$ cat config.mk
export PLATFORM = sky130hd
export DESIGN_NAME = vga_scan_reader
export DESIGN_NICKNAME = d
export VERILOG_FILES = /design/src/rtl/vga_scan_reader.sv
export SDC_FILE = /design/constraint.sdc
export NUM_CORES = 1
export LEC_CHECK = 0
export ABC_AREA = 1
export CELL_PAD_IN_SITES_DETAIL_PLACEMENT = 1
export CELL_PAD_IN_SITES_GLOBAL_PLACEMENT = 1
export CORE_ASPECT_RATIO = 1.25
export CORE_MARGIN = 3
export CORE_UTILIZATION = 36
export DETAILED_ROUTE_END_ITERATION = 10
export GPL_TIMING_DRIVEN = 0
export HOLD_SLACK_MARGIN = 0.05
export PLACE_DENSITY_LB_ADDON = 0.3
export SYNTH_ARGS = -nofsm -noshare
export SYNTH_HDL_FRONTEND = slang
export SYNTH_SLANG_ARGS = --single-unit
$ cat constraint.sdc
create_clock -name clk -period 1.6 [get_ports clk]
set_input_delay 0.16 -clock clk [delete_from_list [all_inputs] [get_ports clk]]
set_output_delay 0.16 -clock clk [all_outputs]
set_load 0.005 [all_outputs]
$ cat src/rtl/vga_scan_reader.sv
`default_nettype none
// ============================================================================
// Module   : vga_scan_reader
// Purpose  : VGA timing generator and frame-buffer reader. It scans a 320x240
//            buffer with 2x pixel and line replication and registers the RGB
//            output so that it stays aligned with the sync signals.
// Revision : 1.0
// ============================================================================
module vga_scan_reader #(
  parameter int CLK_DIV  = 2,
  parameter int H_ACTIVE = 640,
  parameter int H_FP     = 16,
  parameter int H_SYNC   = 96,
  parameter int H_BP     = 48,
  parameter int V_ACTIVE = 480,
  parameter int V_FP     = 10,
  parameter int V_SYNC   = 2,
  parameter int V_BP     = 33
) (
  input  logic        clk,
  input  logic        rst,
  input  logic [11:0] pixel_out,
  output logic [7:0]  row_read,
  output logic [8:0]  col_read,
  output logic [3:0]  vga_r,
  output logic [3:0]  vga_g,
  output logic [3:0]  vga_b,
  output logic        vga_hsync,
  output logic        vga_vsync,
  output logic        blank,
  output logic        frame_start
);

  localparam int DIV_W = (CLK_DIV > 1) ? $clog2(CLK_DIV) : 1;
  localparam int H_TOTAL = H_ACTIVE + H_FP + H_SYNC + H_BP;
  localparam int V_TOTAL = V_ACTIVE + V_FP + V_SYNC + V_BP;

  localparam logic [DIV_W-1:0] C_DIV_LAST  = DIV_W'(CLK_DIV - 1);
  localparam logic [9:0]       C_H_LAST    = 10'(H_TOTAL - 1);
  localparam logic [9:0]       C_V_LAST    = 10'(V_TOTAL - 1);
  localparam logic [9:0]       C_H_ACTIVE  = 10'(H_ACTIVE);
  localparam logic [9:0]       C_V_ACTIVE  = 10'(V_ACTIVE);
  localparam logic [9:0]       C_HS_START  = 10'(H_ACTIVE + H_FP);
  localparam logic [9:0]       C_HS_END    = 10'(H_ACTIVE + H_FP + H_SYNC - 1);
  localparam logic [9:0]       C_VS_START  = 10'(V_ACTIVE + V_FP);
  localparam logic [9:0]       C_VS_END    = 10'(V_ACTIVE + V_FP + V_SYNC - 1);

  logic [DIV_W-1:0] r_div;
  logic [9:0]       r_h;
  logic [9:0]       r_v;
  logic [11:0]      r_rgb;
  logic             r_hsync;
  logic             r_vsync;
  logic             r_blank;
  logic             r_frame_start;

  logic w_tick;
  logic w_h_last;
  logic w_v_last;
  logic w_active;

  assign w_tick   = (r_div == C_DIV_LAST);
  assign w_h_last = (r_h == C_H_LAST);
  assign w_v_last = (r_v == C_V_LAST);
  assign w_active = (r_h < C_H_ACTIVE) && (r_v < C_V_ACTIVE);

  // Halving the counters gives the 2x replication of the buffer image.
  assign col_read = w_active ? r_h[9:1] : 9'd0;
  assign row_read = w_active ? r_v[8:1] : 8'd0;

  always_ff @(posedge clk or posedge rst) begin
    if (rst) begin
      r_div <= '0;
      r_h   <= '0;
      r_v   <= '0;
    end else begin
      r_div <= w_tick ? '0 : r_div + 1'b1;
      if (w_tick) begin
        if (w_h_last) begin
          r_h <= '0;
          r_v <= w_v_last ? 10'd0 : r_v + 10'd1;
        end else begin
          r_h <= r_h + 10'd1;
        end
      end
    end
  end

  // Output stage samples the counters and the returned pixel together, so
  // RGB, blank and both syncs share one pixel period of latency.
  always_ff @(posedge clk or posedge rst) begin
    if (rst) begin
      r_rgb         <= 12'h000;
      r_blank       <= 1'b1;
      r_hsync       <= 1'b1;
      r_vsync       <= 1'b1;
      r_frame_start <= 1'b0;
    end else begin
      r_frame_start <= w_tick && w_h_last && w_v_last;
      if (w_tick) begin
        r_rgb   <= w_active ? pixel_out : 12'h000;
        r_blank <= !w_active;
        r_hsync <= !((r_h >= C_HS_START) && (r_h <= C_HS_END));
        r_vsync <= !((r_v >= C_VS_START) && (r_v <= C_VS_END));
      end
    end
  end

  assign vga_r       = r_rgb[11:8];
  assign vga_g       = r_rgb[7:4];
  assign vga_b       = r_rgb[3:0];
  assign blank       = r_blank;
  assign vga_hsync   = r_hsync;
  assign vga_vsync   = r_vsync;
  assign frame_start = r_frame_start;

endmodule
`default_nettype wire

==> impl_summary.log, run 1 <==
INFO  metric status = finished, violations left
INFO  metric violations = negative setup slack
INFO  metric yosys.cell_types.count = 23
INFO  metric critical_path.reg2reg.startpoint = r_h[9]
INFO  metric post-route-worst-setup-slack = -0.1468 ns
INFO  metric max-cap-violations = 0
INFO  metric grt_overflow = 0
INFO  metric share_of_total_power_in_the_clock_network = 40.1%
INFO  metric critPathLaunchType = register
INFO  metric power_report.internal_total = 1.362 mW
INFO  metric crit_path_end_kind = output pin
INFO  metric syn-cell-area = 1986 um2
INFO  metric final_antenna_net_count = 0
INFO  metric floorplan.die.height = 89.04 um
INFO  metric synthFlopType = dfrtp_1
INFO  metric finalNonFillerCells = 396
INFO  metric via_per_inst = 5.038
INFO  metric cts_tree = yes
INFO  metric worst_clock_skew = 0.008738 ns
INFO  metric setup.reg_to_reg.worst_slack = -0.07 ns
INFO  metric pwr-share-seq = 54.2%
INFO  metric sw_frac_of_total = 23.05%
INFO  metric ioPinCount = 47
INFO  metric multi_input_gate_area_in_the_final_layout = 1006 um2
INFO  metric clock-sinks = 37
INFO  metric fin_hold_ws = 0.3400 ns
INFO  metric numCtsBuffers = 5
INFO  metric timing.final.hold_violations = 0
INFO  metric edff_count_synth = 0
INFO  metric grt_start_max_net_pins = 38
INFO  metric cp_max_fo = 5
INFO  metric finalCritPeriodShare = 109.2%
INFO  metric crit_path_max_incr_delay = 0.47 ns
INFO  metric design.die.area = 6448 um2
INFO  metric grt_pass1_vias = 2040
INFO  metric p_comb_share = 5.7%
INFO  metric unrepaired_setup_endpoints_after_global_routing = yes
INFO  metric dr_drc_count = 0
INFO  metric routed-via-count = 1995
INFO  metric crit_chain = nand2_4 -> nand3_2 -> or2_1 -> buf_6 -> buf_12 -> nor2_4 -> buf_2
INFO  metric drive_above_1_share = 30.24%
INFO  metric grt_util_all_layers = 19.21%
INFO  metric num-fill-cells = 653
INFO  metric period_minus_ws_final = 1.747 ns
INFO  metric power.net_switching = 0.4079 mW
INFO  metric ys_seq_elements = 37
INFO  metric drt-wirelength-per-cell = 16.10 um
INFO  metric required = 1.44 ns
INFO  metric drt_first_iter_violations = 60
INFO  metric regArea = 935.9 um2
INFO  metric drv_slew = 0
INFO  metric ys.warnings.count = 0
INFO  metric power.leakage = 1.449 nW
INFO  metric setup_viol = 37
INFO  metric maxSlewHeadroom = 46.52%
INFO  metric dp_cells = 367
INFO  metric clock_tree.root_cell = clkbuf_8
INFO  metric grt_first_pass_wirelength = 9.577 mm
INFO  metric worst-setup-path-type = register to output pin
INFO  metric io_buffer_count = 46
INFO  metric reg2reg_depth = 10
INFO  metric hold_path_class = input pin to async pin
INFO  metric cts_htree_levels = 2
INFO  metric initial_core_util = 38.27%
INFO  metric power.ir.vdd_worst = 0.0005333 V
INFO  metric antenna_found_initial = 0
INFO  metric nNetsFinal = 351
INFO  metric cts.reportedPaths.clkPinSlew = 0.08 ns
INFO  metric fin_tns_setup = -3.077 ns
INFO  metric r2r-end = r_rgb[0]
INFO  metric core_region_area = 5189 um2
INFO  metric worst_pin_slew = 0.8011 ns
INFO  metric crit_arrival = 1.59 ns
INFO  metric clk-insertion-delay-late = 0.29 ns
INFO  metric synth_sequential_area_ratio = 46.82%
INFO  metric finalWirelength = 6.376 mm
INFO  metric dpl.hpwl = 3.876 mm
INFO  metric antenna-diode-count = 0
INFO  metric row_count = 29
INFO  metric fmax = 572.5 MHz
INFO  metric synthCells = 259
INFO  metric detailedRoute.firstPassIterationCount = 4
INFO  metric async_reset_ff_share = 100.0%
INFO  metric clockBufferDepth = 2
INFO  metric die_x = 72.43 um
INFO  metric postSynthNetCount = 277
INFO  metric gpl.final_weighted_congestion = 0.8112
INFO  metric power-per-cell-area = 604.6 nW/um2
INFO  metric crit_path_top_delay_cell = dfrtp_2
INFO  metric syn_area_per_cell = 7.667 um2
INFO  metric area.growth.synth_to_final = 47.39%
-- through the flow --
stage                     power, mW  instance area (um2)  worst slack [ns]  utilization, %
after detailed placement      1.078                 2524           -0.4038           48.64
after global routing          1.847                 2927           -0.2137           56.40
after global placement        1.075                 2524           -0.3523           48.64
after floorplan               1.003                 1986            0.2304               -
after CTS                     1.789                 2719           -0.1821           52.40
final                         1.769                 2927           -0.1468           56.40
-- cells in the mapped netlist (3+ instances only) --
library cell / instances / area, um2
a21oi_1: 3 / 15.01
buf_2: 3 / 15.01
buf_6: 3 / 33.78
dfrtp_1: 34 / 850.8
dfstp_2: 3 / 78.83
ha_1: 4 / 50.05
inv_1: 32 / 120.1
nand2_1: 75 / 281.5
nand2_2: 3 / 18.77
nand3_1: 17 / 85.08
nand4_1: 8 / 50.05
nor2_1: 40 / 150.1
nor3_1: 7 / 35.03
o21ai_0: 11 / 55.05
xor2_1: 8 / 70.07
-- power by group through the flow --
stage / Sequential (mW) / Combinational [mW] / Clock, mW
floorplan: 0.978 / 0.0258 / 0
global placement: 0.976 / 0.0989 / 0
detailed placement: 0.976 / 0.102 / 0
CTS: 0.958 / 0.102 / 0.729
global route: 0.961 / 0.112 / 0.774
finish: 0.958 / 0.102 / 0.710
-- layout by cell type (no fill, tap or decap), types with 6 or more instances in the layout --
master           instances
xor2_1                   8
nor2_2                   8
nand4_1                  8
inv_1                   27
clkbuf_8                 6
nor2_1                  22
buf_2                   18
nand2_1                 67
nand2_2                  9
buf_4                   16
dfrtp_1                 29
clkdlybuf4s50_1         29
o21ai_0                 10
nor2_4                  11
nand3_1                 16
-- critical path: cells and delay by family (launching register included) --
kind / cells / cell delay (ns)
buffers and inverters: 3 / 0.40
flip-flops: 1 / 0.47
AND/OR/NAND/NOR: 4 / 0.41
-- per-layer routing --
layer  track usage (%)  wire length [um]
met4             7.550               148
met5                 0                 0
met3             3.937               219
met2             35.21              3521
met1             21.77              2486
-- state kept, by name, indices dropped and copies added (netlist names) --
signal       flops
r_v             10
r_div            1
r_rgb           12
r_h             10
vga_vsync        1
vga_hsync        1
blank            1
frame_start      1
-- layout make-up --
cell class                      count  share of cell area (%)
Buffer                              8                   2.608
Clock inverter                      1                  0.2565
Clock buffer                        7                   2.950
Tap cell                           62                   2.651
Multi-Input combinational cell    181                   34.37
Sequential cell                    37                   31.98
Timing Repair Buffer               68                   21.08
Inverter                           32                   4.104
-- cell families (layout without fill, tap and decap cells) --
group / Yosys count / after routing / synth area share (%)
xor+xnor: 8 / 8 / 3.529
buf+inv: 41 / 116 / 9.703
simple gates: 154 / 154 / 33.52
fa+ha+maj: 4 / 4 / 2.521
flops: 37 / 37 / 46.82
compound gates: 15 / 15 / 3.907
-- timing repair --
| action | CTS | global route |
|---|---|---|
| buffers inserted | 8 | 12 |
| endpoints found under the setup margin | 31 | 44 |
| cloned | 1 | 1 |
| gates resized for setup | 91 | 35 |
| pin swaps | 3 | 6 |
| hold buffers | 0 | 0 |
-- worst max-delay path by stage --
| stage | startpoint | slack [ns] | to | cells after the start |
|---|---|---|---|---|
| finish | r_h[9] | -0.15 | row_read[4] | 7 |
| global route | r_v[5] | -0.21 | col_read[4] | 7 |
| CTS | r_h[7] | -0.18 | col_read[0] | 8 |
| detailed placement | r_h[9] | -0.40 | col_read[7] | 7 |
| global placement | r_v[7] | -0.35 | col_read[7] | 7 |
| floorplan | r_h[0] | 0.23 | r_v[9] | 8 |
No activity file was read; power rests on OpenSTA's default activity.
==> run 2, diff against run 1 <==
--- a/config.mk
+++ b/config.mk
@@ -15,6 +15,7 @@
 export GPL_TIMING_DRIVEN = 0
 export HOLD_SLACK_MARGIN = 0.05
 export PLACE_DENSITY_LB_ADDON = 0.3
+export SETUP_SLACK_MARGIN = 0.3
 export SYNTH_ARGS = -nofsm -noshare
 export SYNTH_HDL_FRONTEND = slang
 export SYNTH_SLANG_ARGS = --single-unit
==> run 2 against run 1 <==
The flow still finishes with violations (negative setup slack). First-iteration DRC count grew 62%. Final cell count grew 2.0%. Via count grew 3.6%. Die area is the same. Critical path depth is the same. Core utilization grew 4.6 points. Sequential share of layout area shrank 2.5 points. Sequential power is essentially flat. Routed wire length grew 10%. Clock-buffer cell count is the same. Combinational power shrank 10%. Maximum frequency shrank 4.3%. Largest power group unchanged.
==> impl_summary.log, run 2 (synthesis gave the netlist of run 1 again) <==
INFO  metric status = finished, violations left
INFO  metric violations = negative setup slack
INFO  metric ioPinCount = 47 (unchanged)
INFO  metric post-route-worst-setup-slack = -0.2252 ns (-0.07846 ns)
INFO  metric initial_core_util = 38.27% (unchanged)
INFO  metric crit_arrival = 1.67 ns (+0.08 ns)
INFO  metric gpl.final_weighted_congestion = 0.7476 (-7.8%)
INFO  metric dpl_cell_area = 2584 um2 (+2.4%)
INFO  metric drt_first_iter_violations = 97 (+62%)
INFO  metric fmax = 547.9 MHz (-4.3%)
INFO  metric period_minus_ws_final = 1.825 ns (+0.07846 ns)
INFO  metric maxSlewHeadroom = 45.22% (-1.3 points)
INFO  metric cts_tree = yes
INFO  metric timing.final.hold_violations = 0 (unchanged)
INFO  metric row_count = 29 (unchanged)
INFO  metric die_x = 72.43 um (unchanged)
INFO  metric pre_cts_slack = -0.3008 ns (+0.1030 ns)
INFO  metric cts.reportedPaths.clkPinSlew = 0.08 ns (about the same)
INFO  metric worst_pin_slew = 0.8205 ns (+0.01943 ns)
INFO  metric unrepaired_setup_endpoints_after_global_routing = yes
INFO  metric cp_max_fo = 5 (unchanged)
INFO  metric crit_path_end_kind = output pin
INFO  metric worst-setup-path-type = register to output pin
INFO  metric io_buffer_count = 46 (unchanged)
INFO  metric finalWirelength = 7.035 mm (+10%)
INFO  metric routed-via-count = 2066 (+3.6%)
INFO  metric area.growth.synth_to_final = 59.42%
INFO  metric share_of_total_power_in_the_clock_network = 41.1% (+1.0 points)
INFO  metric commonest_non_fill_non_tap_cell_in_the_layout = nand2_1
INFO  metric final_cell_area = 3166 um2 (+8.2%)
INFO  metric max-cap-violations = 0 (unchanged)
INFO  metric power.leakage = 1.582 nW (+9.2%)
INFO  metric largest_reg_flops = 12 (unchanged)
INFO  metric antenna-diode-count = 0 (unchanged)
INFO  metric clk-insertion-delay-late = 0.29 ns (about the same)
INFO  metric floorplan.die.height = 89.04 um (unchanged)
INFO  metric worst_clock_skew = 0.004887 ns (-0.003851 ns)
INFO  metric fin_hold_ws = 0.3469 ns (+0.006927 ns)
INFO  metric nNetsFinal = 359 (+2.3%)
INFO  metric grt_start_max_net_pins = 38 (unchanged)
INFO  metric dr_drc_count = 0 (unchanged)
INFO  metric grt_pass1_vias = 2003 (-1.8%)
INFO  metric via_per_inst = 5.114 (+1.5%)
INFO  metric core_region_area = 5189 um2 (unchanged)
INFO  metric final_antenna_net_count = 0 (unchanged)
INFO  metric sw_frac_of_total = 22.03% (-1.0 points)
INFO  metric largestRegisters = r_rgb (12), r_h (10), r_v (10)
INFO  metric finalCritPeriodShare = 114.1% (+4.9 points)
INFO  metric drv_slew = 0 (unchanged)
INFO  metric power.net_switching = 0.3926 mW (-3.7%)
INFO  metric detailedRoute.firstPassIterationCount = 4 (unchanged)
INFO  metric final_core_utilization = 61.01% (+4.6 points)
INFO  metric dpl.hpwl = 3.849 mm (-0.68%)
INFO  metric fin_tns_setup = -6.317 ns (-3.241 ns)
INFO  metric numCtsBuffers = 5 (unchanged)
INFO  metric hold_path_class = input pin to async pin
INFO  metric critPathLaunchType = register
INFO  metric clockBufferDepth = 2 (unchanged)
INFO  metric final_cell_mix = nand2_1, dfrtp_1, inv_1
INFO  metric clock-sinks = 37 (unchanged)
INFO  metric drive_above_1_share = 41.52% (+11 points)
INFO  metric cts_htree_levels = 2 (unchanged)
INFO  metric grt_overflow = 0 (unchanged)
INFO  metric grt_util_all_layers = 19.85% (+0.64 points)
INFO  metric setup_viol = 44 (+19%)
INFO  metric power-per-cell-area = 563.1 nW/um2 (-6.9%)
INFO  metric power_report.internal_total = 1.390 mW (+2.1%)
INFO  metric clock_tree.root_cell = clkbuf_8
INFO  metric post_cts_hold_buffer_count = 0 (unchanged)
INFO  metric p_comb_share = 5.1% (-0.6 points)
INFO  metric top_register = r_rgb
INFO  metric required = 1.44 ns (about the same)
INFO  metric design.die.area = 6448 um2 (unchanged)
INFO  metric grt_first_pass_wirelength = 9.722 mm (+1.5%)
INFO  metric antenna_found_initial = 0 (unchanged)
INFO  metric pwr-share-seq = 53.7% (-0.5 points)
INFO  metric power.ir.vdd_worst = 0.0005595 V (+4.9%)
INFO  metric drt-wirelength-per-cell = 17.41 um (+8.2%)
## run 2: changes by cell type in the layout (fill, tap and decap cells not counted), moves of 5 or more
cell / previous run / this run
nand2_1: 67 / 58
o21ai_2: 0 / 8
o21ai_0: 10 / 3
nor2_1: 22 / 16
dlygate4sd2_1: 0 / 15
nand2_2: 9 / 14
nand3_1: 16 / 11
clkdlybuf4s50_1: 29 / 13
buf_6: 4 / 10
## run 2: cell type report
type	count	area, um2
Fill cell	599	2023
Buffer	9	95.09
Clock buffer	7	96.34
Inverter	32	132.6
Tap cell	62	77.57
Multi-Input combinational cell	181	1167
Timing Repair Buffer	75	659.4
Sequential cell	37	932.1
Clock inverter	1	5.005
## run 2: worst paths after layout
kind,start,end,slack [ns],depth (start not counted)
max reg2reg,r_v[9],r_rgb[4],-0.22,10
max,r_v[9],row_read[5],-0.23,7
min reg2reg,r_rgb[2],r_rgb[2],0.48,2
min,rst,r_rgb[7],0.35,2
min in group clk,pixel_out[6],r_rgb[6],0.40,3
max in group asynchronous,rst,r_h[9],0.69,2
## run 2: power by group through the flow
stage          clock network [mW]  logic (mW)  registers (mW)
2_1_floorplan                   0      0.0271           0.978
3_3_place_gp                    0       0.100           0.976
3_5_place_dp                    0       0.104           0.976
4_1_cts                     0.758      0.0925           0.958
5_1_grt                     0.804       0.102           0.960
6_report                    0.733      0.0915           0.958
## run 2: worst max-delay path: stages, from the launching register on
cell     delay (ns)
dfrtp_1        0.45
inv_2          0.12
nand3_2        0.08
or2_1          0.22
buf_6          0.15
buf_12         0.14
nor2_2         0.08
buf_2          0.13
## run 2: routing by layer
metal  track usage (%)  part of all wire [%]  wire, um  up-vias
met1             22.63                    37      2637     1029
met2             36.45                    56      3967       53
li1                  -                     -         -      971
met3             4.274                   3.8       269       13
met5                 0                     0         0        -
met4             7.047                   2.3       160        0
## run 2: repair_timing
item                                    4_1_cts  5_1_grt
gates cloned                                  2        1
pin swaps                                     6       12
endpoints found under the setup margin       66       52
hold endpoints to repair                      0        0
gates resized for setup                     111       68
buffers inserted                             16       10
## run 2: per-stage QoR
stage / power [mW] / std cells
floorplan: 1.005 / 259
global placement: 1.076 / 367
detailed placement: 1.080 / 367
CTS: 1.808 / 393
global route: 1.866 / 404
finish: 1.782 / 404
==> run 3, diff against run 2 <==
--- a/config.mk
+++ b/config.mk
@@ -10,7 +10,8 @@
 export CELL_PAD_IN_SITES_GLOBAL_PLACEMENT = 1
 export CORE_ASPECT_RATIO = 1.25
 export CORE_MARGIN = 3
-export CORE_UTILIZATION = 36
+export CORE_UTILIZATION = 37
+export CTS_BUF_LIST = sky130_fd_sc_hd__clkbuf_8
 export DETAILED_ROUTE_END_ITERATION = 10
 export GPL_TIMING_DRIVEN = 0
 export HOLD_SLACK_MARGIN = 0.05
==> constraint.sdc (replaced) <==
create_clock -name clk -period 1.6 [get_ports clk]
set_input_delay 0.16 -clock clk [delete_from_list [all_inputs] [get_ports clk]]
set_output_delay 0.16 -clock clk [all_outputs]
set_load 0.01 [all_outputs]
==> run 3 against run 2 <==
Clock skew increased by 0.0091 ns. Critical endpoint is now col_read[0]. Worst setup slack got worse by 0.043 ns. Final cell count increased by 0.99%. Core utilization increased by 2.6 points. The run still ends with negative setup slack left. Largest power group unchanged. Sequential share of layout area decreased by 0.78 points. Sequential power about the same. Clock power increased by 2%. Maximum frequency decreased by 2.3%. Non-clock buffer count increased by 4. Highest routed layer unchanged. Register-to-register slack improved by 0.06 ns.
==> impl_summary.log, run 3 (synthesis gave the netlist of run 1 again) <==
INFO  metric status = finished, violations left
INFO  metric violations = negative setup slack
INFO  metric clockBufferDepth = 2 (unchanged)
INFO  metric cp_max_fo = 4 (-1)
INFO  metric finalNonFillerCells = 408 (+0.99%)
INFO  metric drive_above_1_share = 39.02% (-2.5 points)
INFO  metric max-cap-violations = 0 (unchanged)
INFO  metric maxSlewHeadroom = 45.57% (+0.35 points)
INFO  metric pwr-share-seq = 53.0% (-0.7 points)
INFO  metric num-fill-cells = 600 (+0.17%)
INFO  metric numCtsBuffers = 5 (unchanged)
INFO  metric worst_clock_skew = 0.01398 ns (+0.009092 ns)
INFO  metric cts_tree = yes
INFO  metric dp_cells = 367 (unchanged)
INFO  metric final_cell_mix = nand2_1, dfrtp_1, inv_1
INFO  metric sw_frac_of_total = 25.26% (+3.2 points)
INFO  metric top_register = r_rgb
INFO  metric reg2reg_depth = 10 (unchanged)
INFO  metric drt-wirelength-per-cell = 19.97 um (+15%)
INFO  metric grt_first_pass_wirelength = 10.61 mm (+9.1%)
INFO  metric power.ir.vdd_worst = 0.0003961 V (-29%)
INFO  metric clock_tree.root_cell = clkbuf_8
INFO  metric drv_slew = 0 (unchanged)
INFO  metric setup_viol = 44 (unchanged)
INFO  metric power-per-cell-area = 556.7 nW/um2 (-1.1%)
INFO  metric grt_util_all_layers = 21.63% (+1.8 points)
INFO  metric largestRegisters = r_rgb (12), r_h (10), r_v (10)
INFO  metric commonest_non_fill_non_tap_cell_in_the_layout = nand2_1
INFO  metric nNetsFinal = 363 (+1.1%)
INFO  metric initial_core_util = 38.81% (+0.54 points)
INFO  metric post-route-worst-setup-slack = -0.2680 ns (-0.04280 ns)
INFO  metric unrepaired_setup_endpoints_after_global_routing = yes
INFO  metric timing.final.hold_violations = 0 (unchanged)
INFO  metric dr_drc_count = 0 (unchanged)
INFO  metric ioPinCount = 47 (unchanged)
INFO  metric period_minus_ws_final = 1.868 ns (+0.04280 ns)
INFO  metric grt_pass1_vias = 2236 (+12%)
INFO  metric finalWirelength = 8.148 mm (+16%)
INFO  metric floorplan.die.height = 87.91 um (-1.3%)
INFO  metric design.die.area = 6287 um2 (-2.5%)
INFO  metric worst-setup-path-type = register to output pin
INFO  metric gpl.final_weighted_congestion = 0.7895 (+5.6%)
INFO  metric drt_first_iter_violations = 129 (+33%)
INFO  metric antenna_found_initial = 0 (unchanged)
INFO  metric die_x = 71.53 um (-1.2%)
INFO  metric area.growth.synth_to_final = 63.77%
INFO  metric crit_path_max_incr_delay = 0.46 ns (about the same)
INFO  metric grt_start_max_net_pins = 38 (unchanged)
INFO  metric clk-insertion-delay-late = 0.31 ns (+0.02 ns)
INFO  metric finalCritPeriodShare = 116.8% (+2.7 points)
INFO  metric grt_overflow = 0 (unchanged)
INFO  metric power.leakage = 1.624 nW (+2.6%)
INFO  metric pre_cts_slack = -0.3761 ns (-0.07526 ns)
INFO  metric crit_arrival = 1.71 ns (+0.04 ns)
INFO  metric largest_reg_flops = 12 (unchanged)
INFO  metric worst_pin_slew = 0.8153 ns (-0.005225 ns)
INFO  metric clock-sinks = 37 (unchanged)
INFO  metric crit_path_top_delay_cell = dfrtp_1
INFO  metric crit_chain = inv_2 -> nand3_2 -> or2_4 -> buf_6 -> buf_6 -> nor2_1 -> buf_2
INFO  metric critical_path.reg2reg.startpoint = r_v[9]
INFO  metric power_report.internal_total = 1.353 mW (-2.6%)
INFO  metric detailedRoute.firstPassIterationCount = 4 (unchanged)
INFO  metric fmax = 535.3 MHz (-2.3%)
INFO  metric hold_path_class = input pin to async pin
INFO  metric power.total = 1.810 mW (+1.6%)
INFO  metric antenna-diode-count = 0 (unchanged)
INFO  metric post_cts_hold_buffer_count = 0 (unchanged)
INFO  metric power.net_switching = 0.4572 mW (+16%)
INFO  metric p_comb_share = 5.8% (+0.7 points)
INFO  metric required = 1.44 ns (about the same)
INFO  metric final_core_utilization = 63.56% (+2.6 points)
INFO  metric cts_htree_levels = 2 (unchanged)
INFO  metric routed-via-count = 2162 (+4.6%)
INFO  metric core_region_area = 5116 um2 (-1.4%)
INFO  metric final_antenna_net_count = 0 (unchanged)
INFO  metric via_per_inst = 5.299 (+3.6%)
INFO  metric setup.reg_to_reg.worst_slack = -0.16 ns (+0.06 ns)
INFO  metric row_count = 29 (unchanged)
INFO  metric crit_path_end_kind = output pin
INFO  metric critPathLaunchType = register
INFO  metric r2r-end = r_rgb[5]
INFO  metric share_of_total_power_in_the_clock_network = 41.3% (+0.2 points)
INFO  metric cts.reportedPaths.clkPinSlew = 0.09 ns (about the same)
INFO  metric critical-path-top-cell-by-count = buf_6
INFO  metric io_buffer_count = 46 (unchanged)
INFO  metric dpl.hpwl = 4.035 mm (+4.8%)
## run 3: worst max-delay path by stage
stage,from,endpoint,slack [ns],cells past startpoint
after detailed placement,r_v[5],row_read[4],-0.38,7
after global routing,r_v[9],col_read[0],-0.28,7
after global placement,r_h[9],row_read[1],-0.32,7
final,r_v[9],col_read[0],-0.27,7
after CTS,r_h[7],col_read[1],-0.24,8
after floorplan,r_h[7],col_read[5],0.24,7
## run 3: final cells by class
| cell class | count | area, um2 | area share, % |
|---|---|---|---|
| plain buffers | 9 | 91.34 | 2.809 |
| clock buffers | 6 | 82.58 | 2.539 |
| clock inverters | 2 | 13.76 | 0.4232 |
| inverters | 32 | 127.6 | 3.925 |
| multi-input cells | 181 | 1134 | 34.86 |
| flip-flops and latches | 37 | 932.1 | 28.66 |
| well taps | 62 | 77.57 | 2.386 |
| repair buffers | 79 | 793.3 | 24.39 |
## run 3: stage by stage
step / hold WS (ns) / setup TNS (ns) / area (um2)
after floorplan: 0.2639 / 0 / 2106
after global placement: 0.4606 / -14.06 / 2644
after detailed placement: 0.4722 / -5.109 / 2644
after CTS: 0.3623 / -3.777 / 2958
after global routing: 0.4121 / -7.254 / 3252
final: 0.3321 / -6.187 / 3252
## run 3: timing repair
item,4_1_cts,5_1_grt
setup endpoints to repair,67,53
gates resized for setup,109,57
cloned,4,0
setup buffers,16,13
pin swaps,3,16
## run 3: critical path: cells and delay by family (launching register included)
family | cells | cell delay (ns)
simple gates | 3 | 0.42
flops | 1 | 0.46
buf+inv | 4 | 0.52
## run 3: routing by layer
| layer | up-vias | GRT usage, % | share of wire, % |
|---|---|---|---|
| li1 | 977 | - | - |
| met3 | 24 | 3.559 | 3.1 |
| met4 | 0 | 9.231 | 3.2 |
| met2 | 64 | 40.47 | 57 |
| met1 | 1097 | 23.92 | 37 |
| met5 | - | 0 | 0 |
## run 3: power groups by stage
| stage | registers [mW] | clock network (mW) | logic [mW] |
|---|---|---|---|
| after floorplan | 0.984 | 0 | 0.0277 |
| after global placement | 0.976 | 0 | 0.108 |
| after detailed placement | 0.977 | 0 | 0.111 |
| after CTS | 0.958 | 0.731 | 0.100 |
| after global routing | 0.961 | 0.786 | 0.115 |
| final | 0.959 | 0.747 | 0.104 |
